[config.mk]
export PLATFORM = sky130hd
export DESIGN_NAME = fc_seq
export DESIGN_NICKNAME = d
export VERILOG_FILES = /design/src/rtl/fc_seq.sv
export SDC_FILE = /design/constraint.sdc
export NUM_CORES = 1
export LEC_CHECK = 0
export BUFFER_PORTS_ARGS = -buffer_cell sky130_fd_sc_hd__buf_2
export CAP_MARGIN = 10
export CELL_PAD_IN_SITES_DETAIL_PLACEMENT = 1
export CELL_PAD_IN_SITES_GLOBAL_PLACEMENT = 1
export CORE_UTILIZATION = 30
export DETAILED_ROUTE_END_ITERATION = 6
export PLACE_DENSITY = 0.76
export SYNTH_ARGS = -nofsm -noshare
export SYNTH_HDL_FRONTEND = slang
export SYNTH_SLANG_ARGS = --single-unit
[constraint.sdc]
create_clock -name clk -period 5.86 [get_ports clk]
set_input_delay 1.172 -clock clk [delete_from_list [all_inputs] [get_ports clk]]
set_output_delay 1.172 -clock clk [all_outputs]
set_load 0.05 [all_outputs]
[src/rtl/fc_seq.sv]
// fc_seq: sequencer for the fully-connected output layer of the LSTM decoder.
//
// Accepts one hidden vector h_t per frame and walks the neuron (o) by
// hidden-element (h) loop. For each step it emits hidden-buffer and weight-ROM
// read addresses, then one cycle later the operand strobes that go to the MAC
// pipeline. Each biased neuron result that comes back is written to the output
// buffer in arrival order. Issue is throttled by a credit limit (MAX_OUT) on
// neurons that have started issuing but whose result has not yet returned.
//
// Ports:
//   clk, rst            clock; asynchronous active-high reset
//   frame_valid         pulse: h_t is complete in the hidden buffer
//   frame_ready         high while idle and able to take a frame
//   ht_rd_addr          hidden buffer read address (h)
//   w_rd_addr           weight ROM read address (o*hidden_size + h)
//   rd_en               read strobe for the hidden buffer and weight ROM
//   mac_valid/first/last  rd_en, (h==0), (h==last) delayed one cycle
//   acc_valid, acc_data one neuron result from the MAC datapath
//   out_we, out_addr, out_data  output buffer write port
//   busy, done, err     status; err is sticky until the next frame is accepted
module fc_seq #(
    parameter int QZ          = 24,
    parameter int output_size = 96,
    parameter int hidden_size = 512,
    parameter int MAX_OUT     = 2,
    parameter int OS_W        = $clog2(output_size) + 1,
    parameter int HS_W        = $clog2(hidden_size) + 1,
    parameter int WA_W        = $clog2(output_size * hidden_size)
) (
    input  logic            clk,
    input  logic            rst,
    input  logic            frame_valid,
    output logic            frame_ready,
    output logic [HS_W-1:0] ht_rd_addr,
    output logic [WA_W-1:0] w_rd_addr,
    output logic            rd_en,
    output logic            mac_valid,
    output logic            mac_first,
    output logic            mac_last,
    input  logic            acc_valid,
    input  logic [QZ-1:0]   acc_data,
    output logic            out_we,
    output logic [OS_W-1:0] out_addr,
    output logic [QZ-1:0]   out_data,
    output logic            busy,
    output logic            done,
    output logic            err
);

    localparam int OC_W = $clog2(MAX_OUT + 1);

    typedef enum logic [1:0] {S_IDLE, S_ISSUE, S_DRAIN, S_DONE} state_t;

    state_t          state, state_nxt;
    logic [HS_W-1:0] h;
    logic [OS_W-1:0] o;
    logic [OS_W-1:0] r;
    logic [OC_W-1:0] outst;
    logic [WA_W-1:0] w_base;    // o*hidden_size, kept as a running sum

    logic h_last, o_last, start, issue, acc_ok, acc_bad;

    assign h_last = (h == HS_W'(hidden_size - 1));
    assign o_last = (o == OS_W'(output_size - 1));
    assign start  = (state == S_IDLE) && frame_valid;

    // Only the first element of a neuron consumes a credit; once a neuron has
    // started, the rest of its elements issue back to back.
    assign issue  = (state == S_ISSUE) && ((h != '0) || (outst < OC_W'(MAX_OUT)));

    // A result is only expected while a frame is active, something is
    // outstanding and the frame still has results to collect.
    assign acc_ok  = acc_valid && (state != S_IDLE) && (outst != '0) &&
                     (r < OS_W'(output_size));
    assign acc_bad = acc_valid && !acc_ok;

    assign ht_rd_addr = h;
    assign w_rd_addr  = w_base + WA_W'(h);

    always_ff @(posedge clk or posedge rst) begin
        if (rst) state <= S_IDLE;
        else     state <= state_nxt;
    end

    always_comb begin
        state_nxt   = state;
        rd_en       = 1'b0;
        busy        = 1'b1;
        done        = 1'b0;
        frame_ready = 1'b0;
        case (state)
            S_IDLE: begin
                busy        = 1'b0;
                frame_ready = !rst;
                if (frame_valid) state_nxt = S_ISSUE;
            end
            S_ISSUE: begin
                rd_en = issue;
                if (issue && h_last && o_last) state_nxt = S_DRAIN;
            end
            S_DRAIN: begin
                if (out_we && (out_addr == OS_W'(output_size - 1))) state_nxt = S_DONE;
            end
            S_DONE: begin
                done      = 1'b1;
                state_nxt = S_IDLE;
            end
            default: state_nxt = S_IDLE;
        endcase
    end

    always_ff @(posedge clk or posedge rst) begin
        if (rst) begin
            h         <= '0;
            o         <= '0;
            r         <= '0;
            outst     <= '0;
            w_base    <= '0;
            mac_valid <= 1'b0;
            mac_first <= 1'b0;
            mac_last  <= 1'b0;
            out_we    <= 1'b0;
            out_addr  <= '0;
            out_data  <= '0;
            err       <= 1'b0;
        end else begin
            // Strobes line up with the registered RAM/ROM read data.
            mac_valid <= issue;
            mac_first <= issue && (h == '0);
            mac_last  <= issue && h_last;

            out_we <= acc_ok;
            if (acc_ok) begin
                out_addr <= r;
                out_data <= acc_data;
            end

            if (start) begin
                h      <= '0;
                o      <= '0;
                w_base <= '0;
            end else if (issue) begin
                if (h_last) begin
                    h      <= '0;
                    o      <= o + 1'b1;
                    w_base <= w_base + WA_W'(hidden_size);
                end else begin
                    h <= h + 1'b1;
                end
            end

            if (start) begin
                r     <= '0;
                outst <= '0;
            end else begin
                if (acc_ok) r <= r + 1'b1;
                // A credit taken and returned in the same cycle cancel out.
                case ({issue && (h == '0), acc_ok})
                    2'b10:   outst <= outst + 1'b1;
                    2'b01:   outst <= outst - 1'b1;
                    default: outst <= outst;
                endcase
            end

            if (start)        err <= 1'b0;
            else if (acc_bad) err <= 1'b1;
        end
    end

endmodule

==> impl_results.md <==
- Power Dens Cells: 466 mW/mm2
- Clock sinks: 74
- Largest area contributor in the netlist: dfrtp_1
- Global-route wire length before repair: 14.5 mm
- Post-Syn Area: approximately 0.0035 mm2
- Post-synth net total: 413
- Asr flop ratio synth: 100%
- Max Freq: 0.297 GHz
- Final non-filler cell area: 0.00433 mm2
- Row cnt: 39
- TritonCTS Buffers: 9
- Crit path max fanout: 9
- Die Y: ~110 um
- Post-synth top cells: nand2_1 (108), dfrtp_1 (74), nor2_1 (37)
- Max H-tree Level: 3
- Final Hold Viols: 0
- Floorplan Core Area: 0.0114 mm2
- Hold buffers post-CTS: 0
- DR vias/cell: 4.72
- Synth area leaders: dfrtp_1 (53%), nand2_1 (12%), xor2_1 (5.7%)
- Cell count of the worst reg-to-reg path: 8
- Post-synthesis sequential area ratio: 52.8%
- TritonCTS clock tree: yes
- GPL Wtd Cong: 0.746
- Register area: ~0.0019 mm2
- Critical setup path kind: reg -> out
- Avg WL per Cell: 14.3 um
- Synth top area share: 52.8%
- CP Data Arrival Time: 2190 ps
- Total number of vias: 2837
- Post-CTS sizing: 0
- Outcome: completed
- RSZ-0062 raised after global routing: no
- Worst reg2reg startpoint: state[0]$_DFFE_PP0P_
- Min Clock Period, post-route: 3370 ps
- Initial Util: between 30% and 40%
- Placement Cell Area: a little over 0.004 mm2
- Antenna cells: 0
- R2R Setup Slk: 3150 ps
- Area occupied by multi-input gates: between 0.001 and 0.0015 mm2
- Main flop type after synthesis: dfrtp_1
- Worst skew pair latency: approximately 340 ps
- Yosys reg bits: 74
- Final Util: 37.9%
- Root Buffer: clkbuf_16
- IO Pins: 95
- # Post-CTS Setup Buffers: 0
- Hold Path Depth: 2
- Max-slew violations: 0
- Worst path max stage delay: 480 ps
- Mapped Avg Cell Area: 9.40 um2
- Die Area: roughly 0.012 mm2
- Synth-to-layout area growth: 23.5%
- Period utilisation layout: 57.4%
- Setup-failing EPs final: 0
- Slowest-stage cell, CP: a41oi_1
- Crit-path cells: inv_1 > ha_1 > inv_1 > a41oi_1 > buf_2
- Port buffer count: 94
- Largest net degree at the start of global routing: 75
- Top-count cell post-synth: nand2_1
- Endpoint, Worst Hold: out_data[23]$_DFFE_PP0P_
- Post-Syn Instances: 373
- Layout cells sized above 1: 24.9%
- DP HPWL: 5.95 mm
- Post-synth EDFFs: 0
- Final TNS setup: 0 ps
- Leakage: 0.00215 uW
- Clock Path Buffers: 2
- Slew HR: 26.5%
- Crit end category: primary output
- Max-Cap Viols: 0
- Drt pass-1 iters: 4
- Nets: 494
- Vias in the first global route: roughly 3.0k
- Critical Path Start Type: flop
- Fin Clk Skew: 5.83 ps
- CP required: approximately 4700 ps
- Worst min-delay path class: reg -> reg
- Synth warnings: 0
- Worst-margin pin slew: about 1100 ps
- Fill cells: 1365
- DRT antenna net count: 0
- Most numerous cell on the critical path: inv_1
- Worst reg2reg endpoint: r[4]$_DFFE_PP0P_
- Netlist cell types: 41
- Total GRT Usage: approximately 16%
- Drt drc: 0
- Width of the die: 110 um
- Launch point of the worst hold path: out_data[23]$_DFFE_PP0P_
- Global route overflow: 0
- DRT iter0 DRCs: ~120
- DRT Wirelength: 8.59 mm
- Maximum VDD drop: 271 uV
- Antenna violations before repair: 0
- Clock transition at path regs: 60 ps
## layout by cell type, fill, tap and decap left out, drive strengths merged, types with 2 or more instances in the layout
| cell type | n |
|---|---|
| nand3 | 6 |
| clkbuf | 10 |
| and2 | 2 |
| nor3 | 2 |
| dfrtp | 74 |
| buf | 96 |
| nor2b | 2 |
| or3 | 3 |
| o21ai | 5 |
| xor2 | 23 |
| mux2i | 3 |
| and4 | 3 |
| nand4 | 16 |
| and3 | 5 |
| inv | 8 |
| a41oi | 2 |
| xnor2 | 12 |
| a21oi | 8 |
| nand2 | 108 |
| clkinv | 4 |
| ha | 12 |
| nor2 | 37 |
## area by class of cell
type	instances	share of cell area (%)
inverter	9	0.896
tap	143	4.13
timing repair buffer	96	11.2
sequential	74	42.8
clock buffer	10	5.29
multi-input combinational	264	34.4
clock inverter	5	1.30
## worst max-delay path by stage
stage	startpoint	endpoint	slack, ps	cells past startpoint
5_1_grt	state[1]$_DFFE_PP0P_	rd_en	2310	5
4_1_cts	state[1]$_DFFE_PP0P_	rd_en	2430	5
2_1_floorplan	ht_rd_addr[0]$_DFFE_PP0P_	rd_en	2500	4
6_report	state[1]$_DFFE_PP0P_	rd_en	2490	5
3_5_place_dp	acc_valid	r[4]$_DFFE_PP0P_	2620	7
3_3_place_gp	acc_valid	r[4]$_DFFE_PP0P_	2680	7
## layer usage
layer | wire length, um | share of wire, % | GRT usage [%]
met1 | 3800 | 44 | 18.6
met2 | 4020 | 47 | 26.4
met3 | 664 | 7.7 | 6.58
met4 | 110 | 1.3 | 5.08
met5 | 0 | 0 | 0
## where the power goes
part	leakage, uW	internal, uW	switching (uW)
Sequential	0.000866	643	97.9
Clock	0.000138	326	214
Combinational	0.00115	165	573
Total	0.00215	1130	885
## cells by family after synthesis
kind of cell	Yosys count	synth area share, %
AO/OA/AOI/OAI	20	3.60
XOR/XNOR	35	8.74
adder cells (fa/ha/maj)	12	4.28
buffers and inverters	35	4.71
flip-flops	74	52.8
multiplexers	4	1.18
other	1	0.107
AND/OR/NAND/NOR	192	24.6
## stage by stage
step	std cells	setup WS [ps]	hold WS (ps)	total power (uW)
detailed placement	586	2620	466	1490
CTS	601	2430	480	2050
floorplan	373	2500	454	1300
global route	601	2310	507	2140
global placement	586	2680	454	1470
finish	601	2490	472	2020
## sequential cells by signal, indices dropped and copies added, names as in the netlist
| register | count |
|---|---|
| out_we | 1 |
| r | 8 |
| state | 2 |
| outst | 2 |
| out_addr | 8 |
| w_base | 7 |
| err | 1 |
| mac_first | 1 |
| ht_rd_addr | 10 |
| mac_last | 1 |
| mac_valid | 1 |
| out_data | 24 |
| o | 8 |
## worst max-delay path, delay by kind of cell (launching register included)
kind,cells,cell delay [ps]
buffers and inverters,3,610
AOI/OAI and AO/OA,1,480
DFF,1,420
adders and majority gates,1,350
Power figures use the tool's default switching activity.
